[src/rtl/fwd_bypass_net_pkg.sv]
// Shared widths and helpers for the operand bypass network.
package fwd_bypass_net_pkg;
  localparam int ZCRV_REG_SIZE = 5;
  localparam int ZCRV_XLEN     = 32;
  localparam int STALL_CW      = 16;
  localparam logic [STALL_CW-1:0] STALL_MAX = '1;

  function automatic logic [STALL_CW-1:0] sat_inc(input logic [STALL_CW-1:0] v,
                                                  input logic en);
    return (en && (v != STALL_MAX)) ? v + 16'd1 : v;
  endfunction
endpackage

[src/rtl/fwd_lookup.sv]
// Priority match of one source port against the tracked entries (lowest index wins).
// FWD_LD_BYPASS_EN: a pending winner at LD_STG takes ld_data in the same cycle.
module fwd_lookup
  import fwd_bypass_net_pkg::*;
#(
  parameter int XLEN   = ZCRV_XLEN,
  parameter int REG_AW = ZCRV_REG_SIZE,
  parameter int DEPTH  = 3,
  parameter int LD_STG = 1
) (
  input  logic                     i_en,
  input  logic [REG_AW-1:0]        i_addr,
  input  logic [DEPTH-1:0]         i_vld,
  input  logic [DEPTH-1:0]         i_dvld,
  input  logic [DEPTH*REG_AW-1:0]  i_rd,
  input  logic [DEPTH*XLEN-1:0]    i_data,
  input  logic                     i_ld_done,
  input  logic [XLEN-1:0]          i_ld_data,
  output logic                     o_hit,
  output logic                     o_pend,
  output logic [XLEN-1:0]          o_data
);
  logic [DEPTH-1:0] w_match;
  logic             w_any;
  logic             w_sel_dvld;
  logic             w_sel_ld;
  logic [XLEN-1:0]  w_sel_data;
  logic             w_byp;

  for (genvar gi = 0; gi < DEPTH; gi++) begin : g_match
    assign w_match[gi] = i_en && (i_addr != '0) && i_vld[gi] &&
                         (i_rd[gi*REG_AW +: REG_AW] == i_addr);
  end

  // Walk oldest to youngest so the youngest match overwrites the selection.
  always_comb begin
    w_any      = 1'b0;
    w_sel_dvld = 1'b0;
    w_sel_ld   = 1'b0;
    w_sel_data = '0;
    for (int i = DEPTH - 1; i >= 0; i--) begin
      if (w_match[i]) begin
        w_any      = 1'b1;
        w_sel_dvld = i_dvld[i];
        w_sel_ld   = (i == LD_STG);
        w_sel_data = i_data[i*XLEN +: XLEN];
      end
    end
  end

`ifdef FWD_LD_BYPASS_EN
  assign w_byp = w_any & ~w_sel_dvld & w_sel_ld & i_ld_done;
`else
  logic w_unused_ld;
  assign w_unused_ld = ^{i_ld_done, i_ld_data, w_sel_ld};
  assign w_byp       = 1'b0;
`endif

  assign o_hit  = w_any & (w_sel_dvld | w_byp);
  assign o_pend = w_any & ~w_sel_dvld & ~w_byp;
  assign o_data = !o_hit ? '0 : (w_byp ? i_ld_data : w_sel_data);
endmodule

[src/rtl/fwd_bypass_net.sv]
// Multi-stage operand bypass network: in-flight write tracking, forwarding, load-use stall.
// Optional macro FWD_LD_BYPASS_EN enables same-cycle forwarding of ld_data.
module fwd_bypass_net
  import fwd_bypass_net_pkg::*;
#(
  parameter int XLEN      = ZCRV_XLEN,
  parameter int REG_AW    = ZCRV_REG_SIZE,
  parameter int NUM_SRC   = 2,
  parameter int DEPTH     = 3,
  parameter int LD_STG    = 1,
  parameter int FLUSH_STG = 1
) (
  input  logic                      clk,
  input  logic                      rst_n,
  input  logic                      i_pipe_adv,
  input  logic                      i_flush,
  input  logic                      i_ins_en,
  input  logic [REG_AW-1:0]         i_ins_rd,
  input  logic [XLEN-1:0]           i_ins_data,
  input  logic                      i_ins_dvld,
  input  logic                      i_ld_done,
  input  logic [XLEN-1:0]           i_ld_data,
  input  logic [NUM_SRC-1:0]        i_rs_en,
  input  logic [NUM_SRC*REG_AW-1:0] i_rs_addr,
  output logic [NUM_SRC-1:0]        o_fwd_hit,
  output logic [NUM_SRC*XLEN-1:0]   o_fwd_data,
  output logic                      o_haz_stall,
  output logic [STALL_CW-1:0]       o_stall_cnt
);
  logic [DEPTH-1:0]        r_vld, r_dvld;
  logic [DEPTH*REG_AW-1:0] r_rd;
  logic [DEPTH*XLEN-1:0]   r_data;
  logic [STALL_CW-1:0]     r_stall_cnt;

  logic                    w_fill, w_alloc;
  logic [DEPTH-1:0]        w_fdvld;
  logic [DEPTH*XLEN-1:0]   w_fdata;
  logic [DEPTH-1:0]        w_vld_next, w_dvld_next;
  logic [DEPTH*REG_AW-1:0] w_rd_next;
  logic [DEPTH*XLEN-1:0]   w_data_next;
  logic [NUM_SRC-1:0]      w_pend;

  assign w_fill  = i_ld_done & r_vld[LD_STG] & ~r_dvld[LD_STG];
  assign w_alloc = i_ins_en & ~i_flush & (i_ins_rd != '0);

  // Fill first, then shift, so a fill during an advance lands one stage older.
  always_comb begin
    w_fdvld = r_dvld;
    w_fdata = r_data;
    if (w_fill) begin
      w_fdvld[LD_STG]                = 1'b1;
      w_fdata[LD_STG*XLEN +: XLEN]   = i_ld_data;
    end
  end

  always_comb begin
    w_vld_next  = r_vld;
    w_dvld_next = w_fdvld;
    w_rd_next   = r_rd;
    w_data_next = w_fdata;
    if (i_pipe_adv) begin
      w_vld_next  = {r_vld[DEPTH-2:0], w_alloc};
      w_dvld_next = {w_fdvld[DEPTH-2:0], i_ins_dvld};
      w_rd_next   = {r_rd[(DEPTH-1)*REG_AW-1:0], i_ins_rd};
      w_data_next = {w_fdata[(DEPTH-1)*XLEN-1:0], i_ins_data};
    end
    if (i_flush) begin
      for (int i = 0; i < FLUSH_STG; i++) w_vld_next[i] = 1'b0;
    end
  end

  always_ff @(posedge clk or negedge rst_n) begin
    if (!rst_n) begin
      r_vld       <= '0;
      r_dvld      <= '0;
      r_rd        <= '0;
      r_data      <= '0;
      r_stall_cnt <= '0;
    end else begin
      r_vld       <= w_vld_next;
      r_dvld      <= w_dvld_next;
      r_rd        <= w_rd_next;
      r_data      <= w_data_next;
      r_stall_cnt <= sat_inc(r_stall_cnt, o_haz_stall);
    end
  end

  for (genvar gi = 0; gi < NUM_SRC; gi++) begin : g_port
    fwd_lookup #(
      .XLEN(XLEN), .REG_AW(REG_AW), .DEPTH(DEPTH), .LD_STG(LD_STG)
    ) u_lookup (
      .i_en      (i_rs_en[gi]),
      .i_addr    (i_rs_addr[gi*REG_AW +: REG_AW]),
      .i_vld     (r_vld),
      .i_dvld    (r_dvld),
      .i_rd      (r_rd),
      .i_data    (r_data),
      .i_ld_done (i_ld_done),
      .i_ld_data (i_ld_data),
      .o_hit     (o_fwd_hit[gi]),
      .o_pend    (w_pend[gi]),
      .o_data    (o_fwd_data[gi*XLEN +: XLEN])
    );
  end

  assign o_haz_stall = |w_pend;
  assign o_stall_cnt = r_stall_cnt;
endmodule

[config.mk]
export PLATFORM = sky130hd
export DESIGN_NAME = fwd_bypass_net
export DESIGN_NICKNAME = d
export VERILOG_FILES = /design/src/rtl/fwd_bypass_net_pkg.sv /design/src/rtl/fwd_lookup.sv /design/src/rtl/fwd_bypass_net.sv
export SDC_FILE = /design/constraint.sdc
export NUM_CORES = 1
export LEC_CHECK = 0
export BUFFER_PORTS_ARGS = -buffer_cell sky130_fd_sc_hd__buf_2
export CAP_MARGIN = 25
export CORE_AREA = 2 2 117 165
export CTS_CLUSTER_DIAMETER = 100
export DETAILED_ROUTE_END_ITERATION = 6
export DIE_AREA = 0 0 119 167
export GPL_TIMING_DRIVEN = 0
export PLACE_DENSITY = 0.67
export SETUP_SLACK_MARGIN = 0.2
export SLEW_MARGIN = 20
export SYNTH_ARGS = -nofsm -noshare
export SYNTH_HDL_FRONTEND = slang
export SYNTH_HIERARCHICAL = 1
export SYNTH_SLANG_ARGS = --single-unit
[constraint.sdc]
create_clock -name clk -period 4.9 [get_ports clk]
set_input_delay 1.225 -clock clk [delete_from_list [all_inputs] [get_ports clk]]
set_output_delay 1.225 -clock clk [all_outputs]
set_load 0.01 [all_outputs]
==> results of run 1 <==
==> synth_stat cells, types with 3 or more instances <==
| cell | count | area, µm² |
|---|---|---|
| nor2_1 | 10 | 37.5 |
| buf_1 | 5 | 18.8 |
| nand2_1 | 79 | 297 |
| nand4_1 | 6 | 37.5 |
| a32oi_1 | 4 | 35.0 |
| nor3_1 | 10 | 50.1 |
| a22oi_1 | 60 | 450 |
| buf_4 | 6 | 45.0 |
| nand3_1 | 6 | 30.0 |
| buf_2 | 13 | 65.1 |
| nor4_4 | 3 | 63.8 |
| inv_1 | 3 | 11.3 |
| and3_1 | 5 | 31.3 |
| dfrtp_1 | 133 | 3330 |
| xnor2_1 | 14 | 123 |
| mux2_2 | 146 | 1640 |
| a21oi_1 | 71 | 355 |
| clkbuf_1 | 19 | 71.3 |
| xor2_1 | 28 | 245 |
| nor4_1 | 4 | 25.0 |
==> logic make-up (layout without fill, tap and decap cells) <==
kind of cell | Yosys count | in the layout | share of synthesized area (%)
AO/OA/AOI/OAI | 149 | 149 | 13.5
multiplexers | 148 | 148 | 23.0
AND/OR/NAND/NOR | 136 | 136 | 9.55
flip-flops | 133 | 133 | 45.8
buffers and inverters | 48 | 256 | 3.01
XOR/XNOR | 42 | 42 | 5.06
adder cells (fa/ha/maj) | 1 | 1 | 0.172
other | 0 | 1 | 0
==> area by class of cell <==
type | count | area share, %
clock inverters | 5 | 0.913
diodes | 1 | 0.0272
plain buffers | 43 | 2.27
flip-flops and latches | 133 | 36.2
clock buffers | 27 | 6.02
inverters | 5 | 0.204
multi-input cells | 476 | 40.9
well taps | 244 | 3.32
repair buffers | 176 | 10.1
==> power by group <==
group          switching, mW  leakage, nW  internal [mW]
Combinational          0.174         2.09          0.240
Sequential             0.146         1.60           1.26
Clock                  0.479        0.308          0.874
==> sequential cells by signal, summed over array words and instances, names as in the netlist <==
name / flops
r_rd: 15
o_stall_cnt: 16
r_dvld: 3
r_data: 96
r_vld: 3
==> routing by layer <==
layer | share of wire [%] | vias to the layer above | GRT usage (%)
met5 | 0.033 | - | 0
met4 | 2.2 | 2 | 8.54
met3 | 4.9 | 36 | 4.28
met2 | 53 | 253 | 38.9
met1 | 40 | 3073 | 25.6
li1 | - | 2807 | -
==> metrics by stage <==
step	setup TNS, ps	utilization, %
after floorplan	0	-
after global placement	-75.3	45.8
after detailed placement	-78.3	46.0
after CTS	0	49.7
after global routing	0	50.0
final	0	50.0
==> timing repair <==
| item | in CTS | in global routing |
|---|---|---|
| setup endpoints to repair | 63 | 38 |
| hold buffers | 0 | 0 |
| setup buffers | 2 | 4 |
| pin swaps | 2 | 2 |
| resized for setup | 5 | 10 |
| hold endpoints to repair | 0 | 0 |
==> path summary, 6_finish.rpt <==
path	cells after the start	startpoint	slack [ps]	endpoint
min in group asynchronous	1	rst_n	700	r_data[24]
min reg2reg	1	o_stall_cnt[0]	520	o_stall_cnt[0]
max reg2reg	11	r_rd[2]	1810	o_stall_cnt[15]
max in group asynchronous	2	rst_n	3410	r_data[9]
max	10	i_rs_addr[2]	280	o_haz_stall
min	1	o_stall_cnt[0]	520	o_stall_cnt[0]
==> impl_metrics.py, run 1 <==
metrics = {
    "layout": {
        "regArea_um2": 3330,
        "finalNonFillerCells": 1110,
        "syn_to_final_growth_pct": 26.3,
        "drive_gt1_share_pct": 45.9,
        "fill_cells": 1747,
        "final_cell_mix": "buf_2, mux2_2, dfrtp_1, nand2_1, a21oi_1",
        "final_cell_area_um2": 9190,
        "multi_input_area_um2": 3760,
        "final_common_cell": "buf_2",
        "nets": 941,
    },
    "critical_path": {
        "crit_top_cell": "buf_2",
        "worstSetupStartpointType": "input port",
        "cp_slowest_cell": "nor3_2",
        "cp_max_fo": 7,
        "crit_chain": "buf_2, xnor2_1, nand4_1, nor3_2, a31o_1, o22ai_4, and3_1, or2_2, clkbuf_1, buf_2",
        "cp.arrival_ps": 3390,
        "worstSetupPathType": "in -> out",
        "max_stage_delay_ps": 530,
        "crit_buf_inv": 3,
        "end_kind": "primary output",
        "worstPathRequired_ps": 3670,
        "crit_family": "simple AND/OR/NAND/NOR gates",
    },
    "global_routing": {
        "grt_antenna_before_repair": 2,
        "grtUsageTotal_pct": 21.8,
        "grt_overflow": 0,
        "grt_max_degree": 86,
        "grt_pass1_wl_mm": 33.7,
        "grt_pass1_vias": 6371,
    },
    "timing": {
        "whs_ps": 518,
        "fin_crit_sh_pct": 94.3,
        "slew_headroom_pct": 47.4,
        "rsz0062_at_grt": "yes",
        "hold_viol": 0,
        "drv_slew": 0,
        "setup_violations": 0,
        "worstMarginPinSlew_ps": 789,
        "fin_ws_ps": 281,
        "fmax_mhz": 217,
        "period_needed_ps": 4620,
        "skew_ps": 11.0,
    },
    "route": {
        "first_iter_violations": 448,
        "post_drt_via_cell_ratio": 5.56,
        "routedWlPerCell_um": 19.3,
        "first_pass_iters": 5,
        "drc": 0,
        "vias": 6171,
        "wirelength_mm": 21.5,
        "ant_nets": 0,
    },
    "power": {
        "p_leak_nw": 3.99,
        "p_total_mw": 3.17,
        "peakVddDrop_uv": 200,
        "powerDensity_nw_per_um2": 345,
    },
    "placement": {
        "place_area_um2": 8460,
        "dp_hpwl_mm": 15.0,
        "dp_slack_ps": -78.3,
        "port_buffers": 169,
        "dp_cells": 1071,
        "gp_congestion": 0.861,
    },
    "flow_run": {
        "maxCapViolCount": 0,
    },
    "floorplanning": {
        "num_rows": 59,
        "die_w_um": 119,
        "die_h_um": 167,
        "initial_core_util_pct": 39.6,
        "coreArea_um2": 18400,
        "ioPinCount": 171,
        "die_area_um2": 19900,
    },
    "clock_tree": {
        "clockRootBuffer": "clkbuf_16",
        "htree_num_levels": 4,
        "numCtsBuffers": 17,
        "cts_buffer_depth": 2,
        "tritoncts": "built",
        "cts_sinks": 133,
        "insertion_delay_ps": 420,
        "clk_pin_slew_ps": 60,
    },
    "yosys": {
        "netlist_instances": 657,
        "ys_warn_count": 6,
        "async_flop_share_pct": 100,
        "syn_nets": 746,
        "ys_ff_latch": 133,
        "ys_seq_area_share_pct": 45.8,
        "postSynthAreaPerCell_um2": 11.1,
        "ys_types": 45,
        "synth_edf_count": 0,
        "synth_ff_type": "dfrtp_1",
        "netlist_area_um2": 7270,
    },
    "min_path": {
        "hp-class": "reg -> reg",
    },
    "run_status": {
        "outcome": "complete, no violations",
    },
}
Note: power is estimated with default switching activity, not from simulation.
==> inputs of run 2 (changes only) <==
BUFFER_PORTS_ARGS = -buffer_cell sky130_fd_sc_hd__buf_4   (was -buffer_cell sky130_fd_sc_hd__buf_2)
==> impl_metrics.py, run 2 (synthesis results as in run 1) <==
metrics = {
    "clock_tree": {
        "cts_buffer_depth": 2,
        "clockRootBuffer": "clkbuf_16",
        "numCtsBuffers": 17,
        "insertion_delay_ps": 420,
        "htree_num_levels": 4,
        "cts_sinks": 133,
        "clk_pin_slew_ps": 60,
        "tritoncts": "built",
    },
    "power": {
        "power.share.switching_pct": 25.9,
        "power.share.clock_pct": 41.1,
        "p_leak_nw": 4.02,
        "peakVddDrop_uv": 201,
        "p_total_mw": 3.12,
        "powerDensity_nw_per_um2": 328,
        "p_seq_share_pct": 45.0,
        "p_comb_share_pct": 13.9,
        "switching_power_mw": 0.808,
        "power.internal_mw": 2.31,
    },
    "run_status": {
        "outcome": "complete, no violations",
    },
    "layout": {
        "finalNonFillerCells": 1106,
        "final_common_cell": "buf_4",
        "final_cell_area_um2": 9530,
        "largest_register_ffs": 96,
        "nets": 938,
        "drive_gt1_share_pct": 45.4,
        "top_register": "r_data",
        "antenna_cells": 0,
        "fin_util_pct": 51.9,
        "syn_to_final_growth_pct": 31.1,
        "final_cell_mix": "buf_4, mux2_2, dfrtp_1, nand2_1, a21oi_1",
    },
    "global_routing": {
        "grt_overflow": 0,
        "grtUsageTotal_pct": 21.8,
        "grt_antenna_before_repair": 0,
        "grt_pass1_vias": 6137,
        "grt_max_degree": 94,
        "grt_pass1_wl_mm": 33.5,
    },
    "min_path": {
        "hold_start": "o_stall_cnt[10]",
        "hp-class": "reg -> reg",
    },
    "timing": {
        "drv_slew": 0,
        "slew_headroom_pct": 46.4,
        "rsz0062_at_grt": "yes",
        "period_needed_ps": 4580,
        "fin_crit_sh_pct": 93.6,
        "fmax_mhz": 218,
        "skew_ps": 9.56,
        "finalSetupTns_ps": 0,
        "hold_viol": 0,
        "setup_violations": 0,
        "worstMarginPinSlew_ps": 805,
    },
    "route": {
        "post_drt_via_cell_ratio": 5.51,
        "first_iter_violations": 309,
        "routedWlPerCell_um": 19.5,
        "ant_nets": 0,
        "drc": 0,
        "first_pass_iters": 5,
        "wirelength_mm": 21.5,
        "vias": 6089,
    },
    "floorplanning": {
        "initial_core_util_pct": 39.6,
        "die_area_um2": 19900,
        "coreArea_um2": 18400,
        "ioPinCount": 171,
        "die_w_um": 119,
        "num_rows": 59,
        "die_h_um": 167,
    },
    "critical_path": {
        "rrSetupSlack_ps": 1860,
        "timing.rr.end": "o_stall_cnt[15]",
        "cp_max_fo": 5,
        "worstSetupStartpointType": "input port",
        "crit_chain": "buf_4, xor2_1, nor4_1, nand3_1, nor3_1, o22ai_4, and3_1, or2_2, clkbuf_1, buf_4",
        "crit_path_end": "o_haz_stall",
        "end_kind": "primary output",
        "crit_top_cell": "buf_4",
        "cp_slowest_cell": "nor4_1",
        "crit_family": "simple AND/OR/NAND/NOR gates",
        "reg2reg_depth": 11,
        "crit_buf_inv": 3,
        "startpoint": "i_rs_addr[1]",
        "cp.arrival_ps": 3360,
        "max_stage_delay_ps": 370,
        "r2r_start": "r_rd[1]",
        "worstPathRequired_ps": 3670,
        "worstSetupPathType": "in -> out",
        "cp.depth": 10,
    },
    "flow_run": {
        "maxCapViolCount": 0,
    },
    "placement": {
        "place_area_um2": 8880,
        "dp_hpwl_mm": 15.2,
        "port_buffers": 169,
        "gp_congestion": 0.850,
        "dp_cells": 1071,
    },
}
==> run 2: cell count changes in the layout (fill, tap and decap cells not counted), sizes merged <==
cell and change:
inv +2, diode -1, clkinvlp -1, clkinv +4, clkbuf -6, buf -2
==> run 2: how the worst min path moves through the flow <==
stage / endpoint / cells after the start
finish: o_stall_cnt[10] / 1
global route: r_data[78] / 1
CTS: r_data[68] / 1
detailed placement: r_data[68] / 1
global placement: r_data[80] / 1
floorplan: r_vld[2] / 1
==> run 2: cell type report <==
cell class	count	area, µm²
plain buffers	43	204
clock buffers	22	474
clock inverters	10	121
fillers	1716	8850
inverters	5	18.8
multi-input cells	476	3760
flip-flops and latches	133	3330
well taps	244	305
repair buffers	173	1330
==> run 2: timing repair <==
action / in CTS / in global routing
pin swaps: 2 / 1
endpoints found under the setup margin: 63 / 59
hold endpoints to repair: 0 / 0
hold buffers: 0 / 0
setup buffers: 1 / 2
resized for setup: 4 / 7
==> run 2: stage by stage <==
stage                     setup slack, ps  hold slack [ps]
after floorplan                       666              503
after global placement              -51.3              513
after detailed placement            -92.1              521
after CTS                             210              534
after global routing                  194              546
final                                 316              529
==> run 2: per-layer routing <==
metal	vias to the layer above	global-route usage, %	share of wire (%)
li1	2788	-	-
met1	3052	25.9	40
met2	220	39.1	53
met3	29	3.29	4.8
met4	0	8.95	2.2
met5	-	0	0
==> run 2: power groups by stage <==
stage	sequential [mW]	clock, mW	combinational, mW
detailed placement	1.42	0	0.436
global route	1.43	1.36	0.475
floorplan	1.38	0	0.284
global placement	1.41	0	0.424
CTS	1.40	1.31	0.439
finish	1.41	1.28	0.433
